File: config.mk
export PLATFORM = sky130hd
export DESIGN_NAME = lcd_text_buffer
export DESIGN_NICKNAME = d
export VERILOG_FILES = /design/src/rtl/lcd_text_pkg.sv /design/src/rtl/lcd_text_buffer.sv
export SDC_FILE = /design/constraint.sdc
export NUM_CORES = 1
export LEC_CHECK = 0
export ABC_AREA = 1
export BUFFER_PORTS_ARGS = -buffer_cell sky130_fd_sc_hd__buf_2
export CAP_MARGIN = 20
export CORE_UTILIZATION = 55
export DETAILED_ROUTE_END_ITERATION = 16
export GPL_TIMING_DRIVEN = 0
export PLACE_DENSITY = 0.79
export SLEW_MARGIN = 0
export SYNTH_ARGS = -nofsm -noshare
export SYNTH_HDL_FRONTEND = slang
export SYNTH_SLANG_ARGS = --single-unit
File: constraint.sdc
create_clock -name clk -period 4.05 [get_ports clk]
set_input_delay 0.2025 -clock clk [delete_from_list [all_inputs] [get_ports clk]]
set_output_delay 0.2025 -clock clk [all_outputs]
set_load 0.02 [all_outputs]
File: src/rtl/lcd_text_pkg.sv
// lcd_text_pkg: shared constants and FSM state type for lcd_text_buffer.
//   COLS            - characters per LCD row
//   LF/BS/FF        - control codes handled by the buffer
//   UNDERSCORE      - cursor marker glyph
//   PRINT_LO/HI     - printable ASCII range written into the buffer
//   state_t         - refresh handshake FSM states
package lcd_text_pkg;

  localparam int COLS = 16;

  localparam logic [7:0] LF         = 8'h0A;
  localparam logic [7:0] BS         = 8'h08;
  localparam logic [7:0] FF         = 8'h0C;
  localparam logic [7:0] UNDERSCORE = 8'h5F;

  localparam logic [7:0] PRINT_LO   = 8'h20;
  localparam logic [7:0] PRINT_HI   = 8'h7E;

  typedef enum logic [1:0] {
    IDLE      = 2'd0,
    REFRESH   = 2'd1,
    WAIT_DONE = 2'd2
  } state_t;

endpackage

File: src/rtl/lcd_text_buffer.sv
// lcd_text_buffer: two-row, 16-column character buffer for a text LCD.
// Accepts a character stream (printable ASCII plus LF/BS/FF controls),
// maintains the screen contents and cursor, and requests a redraw from the
// downstream LCD controller whenever the contents change.
//
// Ports:
//   clk          - system clock
//   reset_btn    - asynchronous active-low reset
//   char_valid   - upstream character strobe
//   char_data    - ASCII character or control code
//   char_ready   - character accepted this cycle (high only in IDLE)
//   lcd_ready    - LCD controller idle
//   lcd_refresh  - redraw request, high in REFRESH
//   line1/line2  - top/bottom row, column c at [127-8c -: 8]
//   cursor_row   - 0 = top row
//   cursor_col   - 0..15
//
// Optional feature: define LCD_TEXT_BUFFER_CURSOR_MARK_EN to overlay an
// underscore at the cursor cell on line1/line2 (stored buffer untouched).
module lcd_text_buffer
  import lcd_text_pkg::*;
#(
  parameter int         ACK_TIMEOUT = 1000,
  parameter logic [7:0] BLANK_CHAR  = 8'h20
) (
  input  logic         clk,
  input  logic         reset_btn,
  input  logic         char_valid,
  input  logic [7:0]   char_data,
  output logic         char_ready,
  input  logic         lcd_ready,
  output logic         lcd_refresh,
  output logic [127:0] line1,
  output logic [127:0] line2,
  output logic         cursor_row,
  output logic [3:0]   cursor_col
);

  // Index 0 is the leftmost column and lands in the MSBs when flattened.
  typedef logic [0:COLS-1][7:0] row_t;

  localparam row_t BLANK_ROW = {COLS{BLANK_CHAR}};
  localparam int   CNT_W     = (ACK_TIMEOUT > 1) ? $clog2(ACK_TIMEOUT) : 1;
  localparam logic [CNT_W-1:0] CNT_LAST = CNT_W'(ACK_TIMEOUT - 1);
  localparam logic [3:0]       COL_LAST = 4'(COLS - 1);

  state_t           state, state_n;
  row_t             row0_q, row1_q, row0_n, row1_n;
  logic             cur_row, row_n;
  logic [3:0]       cur_col, col_n;
  logic             dirty;
  logic [CNT_W-1:0] tmo_cnt;
  logic             acc, chg, adv_line, start_ref, timed_out;

  assign acc       = char_valid && char_ready;
  assign start_ref = (state == IDLE) && dirty && lcd_ready;
  assign timed_out = (state == REFRESH) && lcd_ready && (tmo_cnt == CNT_LAST);

  // ---------------- FSM: state register ----------------
  always_ff @(posedge clk or negedge reset_btn) begin
    if (!reset_btn) state <= IDLE;
    else            state <= state_n;
  end

  // ---------------- FSM: next state ----------------
  always_comb begin
    state_n = state;
    case (state)
      IDLE:      if (dirty && lcd_ready) state_n = REFRESH;
      REFRESH:   if (!lcd_ready)         state_n = WAIT_DONE;
                 else if (timed_out)     state_n = IDLE;
      WAIT_DONE: if (lcd_ready)          state_n = IDLE;
      default:                           state_n = IDLE;
    endcase
  end

  // ---------------- FSM: outputs ----------------
  // char_ready is gated by reset so it reads 0 for the whole reset window.
  always_comb begin
    lcd_refresh = (state == REFRESH);
    char_ready  = reset_btn && (state == IDLE);
  end

  // ---------------- character decode / buffer update ----------------
  always_comb begin
    row0_n   = row0_q;
    row1_n   = row1_q;
    row_n    = cur_row;
    col_n    = cur_col;
    chg      = 1'b0;
    adv_line = 1'b0;
    if (acc) begin
      if (char_data >= PRINT_LO && char_data <= PRINT_HI) begin
        chg = 1'b1;
        if (cur_row) row1_n[cur_col] = char_data;
        else         row0_n[cur_col] = char_data;
        if (cur_col == COL_LAST) adv_line = 1'b1;
        else                     col_n    = cur_col + 4'd1;
      end else begin
        case (char_data)
          LF: begin
            chg      = 1'b1;
            adv_line = 1'b1;
          end
          BS: begin
            if (cur_col != 4'd0) begin
              chg   = 1'b1;
              col_n = cur_col - 4'd1;
              if (cur_row) row1_n[cur_col - 4'd1] = BLANK_CHAR;
              else         row0_n[cur_col - 4'd1] = BLANK_CHAR;
            end else if (cur_row) begin
              chg              = 1'b1;
              row_n            = 1'b0;
              col_n            = COL_LAST;
              row0_n[COL_LAST] = BLANK_CHAR;
            end
          end
          FF: begin
            chg    = 1'b1;
            row0_n = BLANK_ROW;
            row1_n = BLANK_ROW;
            row_n  = 1'b0;
            col_n  = 4'd0;
          end
          default: ;
        endcase
      end
    end
    // Line advance after the write so a scroll carries the char just
    // written into column 15 up into the top row.
    if (adv_line) begin
      col_n = 4'd0;
      if (!cur_row) begin
        row_n = 1'b1;
      end else begin
        row0_n = row1_n;
        row1_n = BLANK_ROW;
      end
    end
  end

  // ---------------- state registers ----------------
  // Buffer/cursor only move on an accepted char, which requires IDLE, so the
  // lines are frozen for the whole refresh handshake.
  always_ff @(posedge clk or negedge reset_btn) begin
    if (!reset_btn) begin
      row0_q  <= BLANK_ROW;
      row1_q  <= BLANK_ROW;
      cur_row <= 1'b0;
      cur_col <= 4'd0;
    end else begin
      row0_q  <= row0_n;
      row1_q  <= row1_n;
      cur_row <= row_n;
      cur_col <= col_n;
    end
  end

  // dirty comes out of reset set so the blank screen gets pushed. A char
  // landing on the refresh-start edge is already in the lines being sent.
  always_ff @(posedge clk or negedge reset_btn) begin
    if (!reset_btn)        dirty <= 1'b1;
    else if (start_ref)    dirty <= 1'b0;
    else if (timed_out)    dirty <= 1'b1;
    else if (acc && chg)   dirty <= 1'b1;
  end

  // Counts cycles spent in REFRESH; zero on every entry.
  always_ff @(posedge clk or negedge reset_btn) begin
    if (!reset_btn)                                     tmo_cnt <= '0;
    else if (state == REFRESH && state_n == REFRESH)    tmo_cnt <= tmo_cnt + 1'b1;
    else                                                tmo_cnt <= '0;
  end

  assign cursor_row = cur_row;
  assign cursor_col = cur_col;

`ifdef LCD_TEXT_BUFFER_CURSOR_MARK_EN
  row_t disp0, disp1;
  always_comb begin
    disp0 = row0_q;
    disp1 = row1_q;
    if (reset_btn) begin
      if (cur_row) disp1[cur_col] = UNDERSCORE;
      else         disp0[cur_col] = UNDERSCORE;
    end
  end
  assign line1 = disp0;
  assign line2 = disp1;
`else
  assign line1 = row0_q;
  assign line2 = row1_q;
`endif

endmodule

# Word-level counts from Yosys, hierarchy flattened
# Cells that the tools add are included.
[totals]
register_bits = 274
latch_bits = 0
ram_bits = 0
mem_bits_ro = 0
in_bits = 12
output_inout_bits = 263
elab_cells = 137
n_memories = 0
[op_classes]
n_addsub = 3
mul = 0
div_mod_pow = 0
n_lt_le_gt_ge = 6
n_eq_ne = 10
shifts = 0
n_mux = 55
bitwise = 7
reduce_logical = 19
[op_table]
columns = ["op", "count"]
rows = [
  ["128-bit two-way mux", 13],
  ["128-bit case mux with 2 select lines", 2],
  ["128-bit bitwise mux", 2],
  ["112-bit bitwise AND", 2],
  ["120-bit two-way mux", 1],
  ["112-bit inverter", 1],
  ["8-bit demux with 4-bit select", 2],
  ["8-bit two-way mux", 4],
  ["16-bit OR", 2],
  ["8-bit by 4-bit == test with 1-bit output, second input constant", 3],
  ["4-bit two-way mux", 6],
  ["1-bit two-way mux", 16],
  ["1-bit logical AND", 12],
  ["10-bit by 1-bit adder with 10-bit output, second input constant", 1],
  ["10-bit == test, second input constant", 1],
  ["5-bit greater-or-equal comparator, second input constant", 2],
  ["5-bit by 1-bit less-than comparator with 1-bit output, second input constant", 2],
  ["10-bit two-way mux", 1],
  ["4-bit inverter with 5-bit output", 2],
  ["8-bit by 6-bit greater-or-equal comparator with 1-bit output, second input constant", 1],
  ["8-bit by 7-bit <= comparator with 1-bit output, second input constant", 1],
  ["2-bit two-way mux", 4],
  ["4-bit case mux with 2 select lines", 1],
  ["4-bit nonzero test", 2],
  ["14 further kinds", 16],
]

# Longest topological paths before layout
[depth]
ltp_word = 15
ltp_mapped = 15

# Worst setup path after synthesis
# OpenSTA, ideal clock, no wires.
[synth_timing]
path_kind = "reg-to-reg"
startpoint = "register cur_col[0] (netlist: cursor_col[0])"
endpoint = "register row0_q, in the netlist line1[92]"
setup_ps = 117
t_arrival_ps = 2165
required_time_ps = 3933
setup_slack_ps = 1768
path_stages_with_launch = 14
path_buffers = 1
synth_period_minus_slack_ps = 2282
path_cell_list = "dfrtp_1 -> inv_1 -> ha_1 -> nand2_1 -> inv_1 -> nor2_1 -> nand3_1 -> nor2_1 -> inv_1 -> o21ai_0 -> nand2_1 -> buf_2 -> nand3_1 -> nand2_1"
[synth_rtl]
columns = ["item", "line", "text"]
rows = [
  ["start: declaration", "lcd_text_buffer.sv:50", "logic [3:0] cur_col, col_n;"],
  ["start signal: assignment", "lcd_text_buffer.sv:155", "cur_col <= col_n;"],
  ["end signal: assignment", "lcd_text_buffer.sv:152", "row0_q <= row0_n;"],
  ["end: declaration", "lcd_text_buffer.sv:48", "row_t row0_q, row1_q, row0_n, row1_n;"],
]

==> out/metrics.yaml <==
status: "completed"
grt_pass1_vias: 16300
synth_edf_count: 0
worst_pin_slew_ns: 1.16
cellPowerDensity_nw_per_um2: 607
numCtsBuffers: 29
ys_seq_area_share_pct: 43.5
skew_ns: 0.0271
cts-root-buf: "clkbuf_16"
synth_top_area_share_pct: 38.0
ctsLongestPathBuffers: 3
antenna_found_initial: 0
routedWlPerCell_um: 20.7
setup_viol: 0
vias: 17400
synth-async-reset-ratio_pct: 100
synth_nets: 2347
route.detailed.drc: 0
start_util_pct: 56.5
std_cell_rows: 61
viasPerCell: 5.74
critical_path.endpoint_type: "register"
io_buffers: 271
synth_compound_area_share_pct: 8.06
dp_hpwl_um: 44900
die-width_um: 172
synth.ff_latch_count: 274
grt_overflow_total: 0
cts.clk_slew.worst_paths_ns: 0.06
setup_ws_ns: 0.793
critPathLaunchType: "register"
core_area_um2: 28100
ys_warn_count: 0
grt_pass1_wl_um: 92600
power_leakage_uw: 0.0104
diodes: 0
layout.nets: 2653
slew_violations: 0
grt_usage_pct: 42.3
totalPowerFinal_uw: 11400
min_period_ns: 3.26
maxCapViolCount: 0
clk_latency_ns: 0.57
peakVddDrop_mv: 0.434
place_area_um2: 17800
post-place-ws_ns: 0.935
netlist_top_cells_count: "683 x nand2_1, 312 x inv_1, 304 x nor2_1"
max_freq_mhz: 307
post-route-period-util_pct: 80.4
min_path_type: "primary input to register"
cp.arrival_ns: 3.75
synth_area_um2: 15900
path_class: "register to register"
drive_gt1_share_pct: 18.8
drt_iter0_markers: 2047
synthXorXnorAreaFrac_pct: 0.166
synth_top_cell_by_area: "dfrtp_1"
synth_most_common_cell: "nand2_1"
antenna_left: 0
syn_area_per_cell_um2: 6.82
die_h_um: 172
synth.mux.area_fraction_pct: 0
design_area_um2: 18700
max_slew_margin_pct: 22.8
cts_tree: "built"
grt_max_degree: 124
h-tree-depth: 1
syn_inst: 2328
rsz0062_at_grt: "no"
whs_ns: 0.0625
synth_top_family_by_area: "simple AND/OR/NAND/NOR gates"
drt_first_pass_iters: 6
ys_top_cells_by_area: "dfrtp_1 38%, nand2_1 16%, nand3_1 7.6%"
areaGrowthSynthToFinish_pct: 18.1
design.die.area_um2: 29500
ios: 275
path_max_fanout: 10
finalHoldViolations: 0
synthDistinctLibCells: 35
clkSinkCount: 274
synth-adder-area-share_pct: 0.552
required_ns: 4.55
place.gp.congestion: 1.01
wirelength_um: 62700
yosys.area_share.simple_pct: 35.5
synth_ff_type: "dfrtp_1"
worst paths after layout:
kind / startpoint / endpoint / slack, ns / depth (start not counted)
max in group asynchronous: reset_btn / line2[82] / 2.99 / 3
worst min-delay path: char_data[6] / line2[126] / 0.06 / 3
worst max-delay path: cursor_col[0] / line2[91] / 0.79 / 13
worst max register to register: cursor_col[0] / line2[91] / 0.79 / 13
worst min register to register: tmo_cnt[0] / tmo_cnt[0] / 0.47 / 1
min in group asynchronous: reset_btn / tmo_cnt[5] / 0.13 / 2
routing by layer:
metal / track usage, % / part of all wire, % / up-vias / routed length [um]
li1: - / - / 7894 / -
met1: 55.5 / 39 / 8142 / 24600
met2: 65.5 / 44 / 1158 / 27400
met5: 0.870 / 0 / - / 0
met3: 9.75 / 11 / 223 / 7160
met4: 21.8 / 5.7 / 0 / 3570
cell type report:
cell class / instances / area, um^2
Clock buffer: 46 / 870
Clock inverter: 6 / 90.1
Tap cell: 378 / 473
Fill cell: 2558 / 9350
Buffer: 127 / 703
Multi-Input combinational cell: 1598 / 7030
Inverter: 329 / 1230
Sequential cell: 274 / 6900
Timing Repair Buffer: 275 / 1440
state kept, by name, indices dropped and copies added (netlist names):
| name | cells |
|---|---|
| line1 | 128 |
| line2 | 128 |
| tmo_cnt | 10 |
| cursor_col | 4 |
| state | 2 |
| cursor_row | 1 |
| dirty | 1 |
through the flow:
step / std cells / utilization (%) / TNS (ns)
2_1_floorplan: 2328 / - / 0
6_report: 3033 / 66.7 / 0
3_3_place_gp: 2977 / 63.0 / -1420.03
5_1_grt: 3033 / 66.7 / 0
3_5_place_dp: 2979 / 63.2 / 0
4_1_cts: 3033 / 66.7 / 0
critical path, cell delays in order, from the launching register on:
cell	delay [ns]
dfrtp_1	0.53
inv_1	0.24
ha_1	0.42
nand2_1	0.21
nor2_1	0.50
nand2_1	0.32
nor2_1	0.20
nand2_1	0.14
buf_2	0.21
nand2_1	0.06
o21ai_0	0.07
inv_1	0.12
nand2_1	0.06
nor2_1	0.10
power by group:
part | internal, uW | switching, uW | total, uW
sequential | 3510 | 476 | 3990
clock | 1590 | 1130 | 2720
combinational | 1380 | 3280 | 4660
cell usage in the layout, fill, tap and decap left out, types with 33 or more instances in the layout:
master and n:
o21ai_1 48, buf_2 337, nand4_1 62, a21oi_1 53, nand3_1 240, o21ai_0 143, dfrtp_1 241, nand2_1 683
inv_1 312, nor2_1 304, dfstp_2 33
logic make-up after synthesis:
kind of cell / after synthesis
buffers and inverters: 456
AND/OR/NAND/NOR: 1336
adder cells (fa/ha/maj): 7
XOR/XNOR: 3
AO/OA/AOI/OAI: 252
flip-flops: 274
repair_timing:
item / 4_1_cts / 5_1_grt
hold buffers: 2 / 0
hold endpoints to repair: 77 / 0
buffers inserted: 0 / 0
gates resized for setup: 0 / 0
No activity file was read; power rests on OpenSTA's default activity.
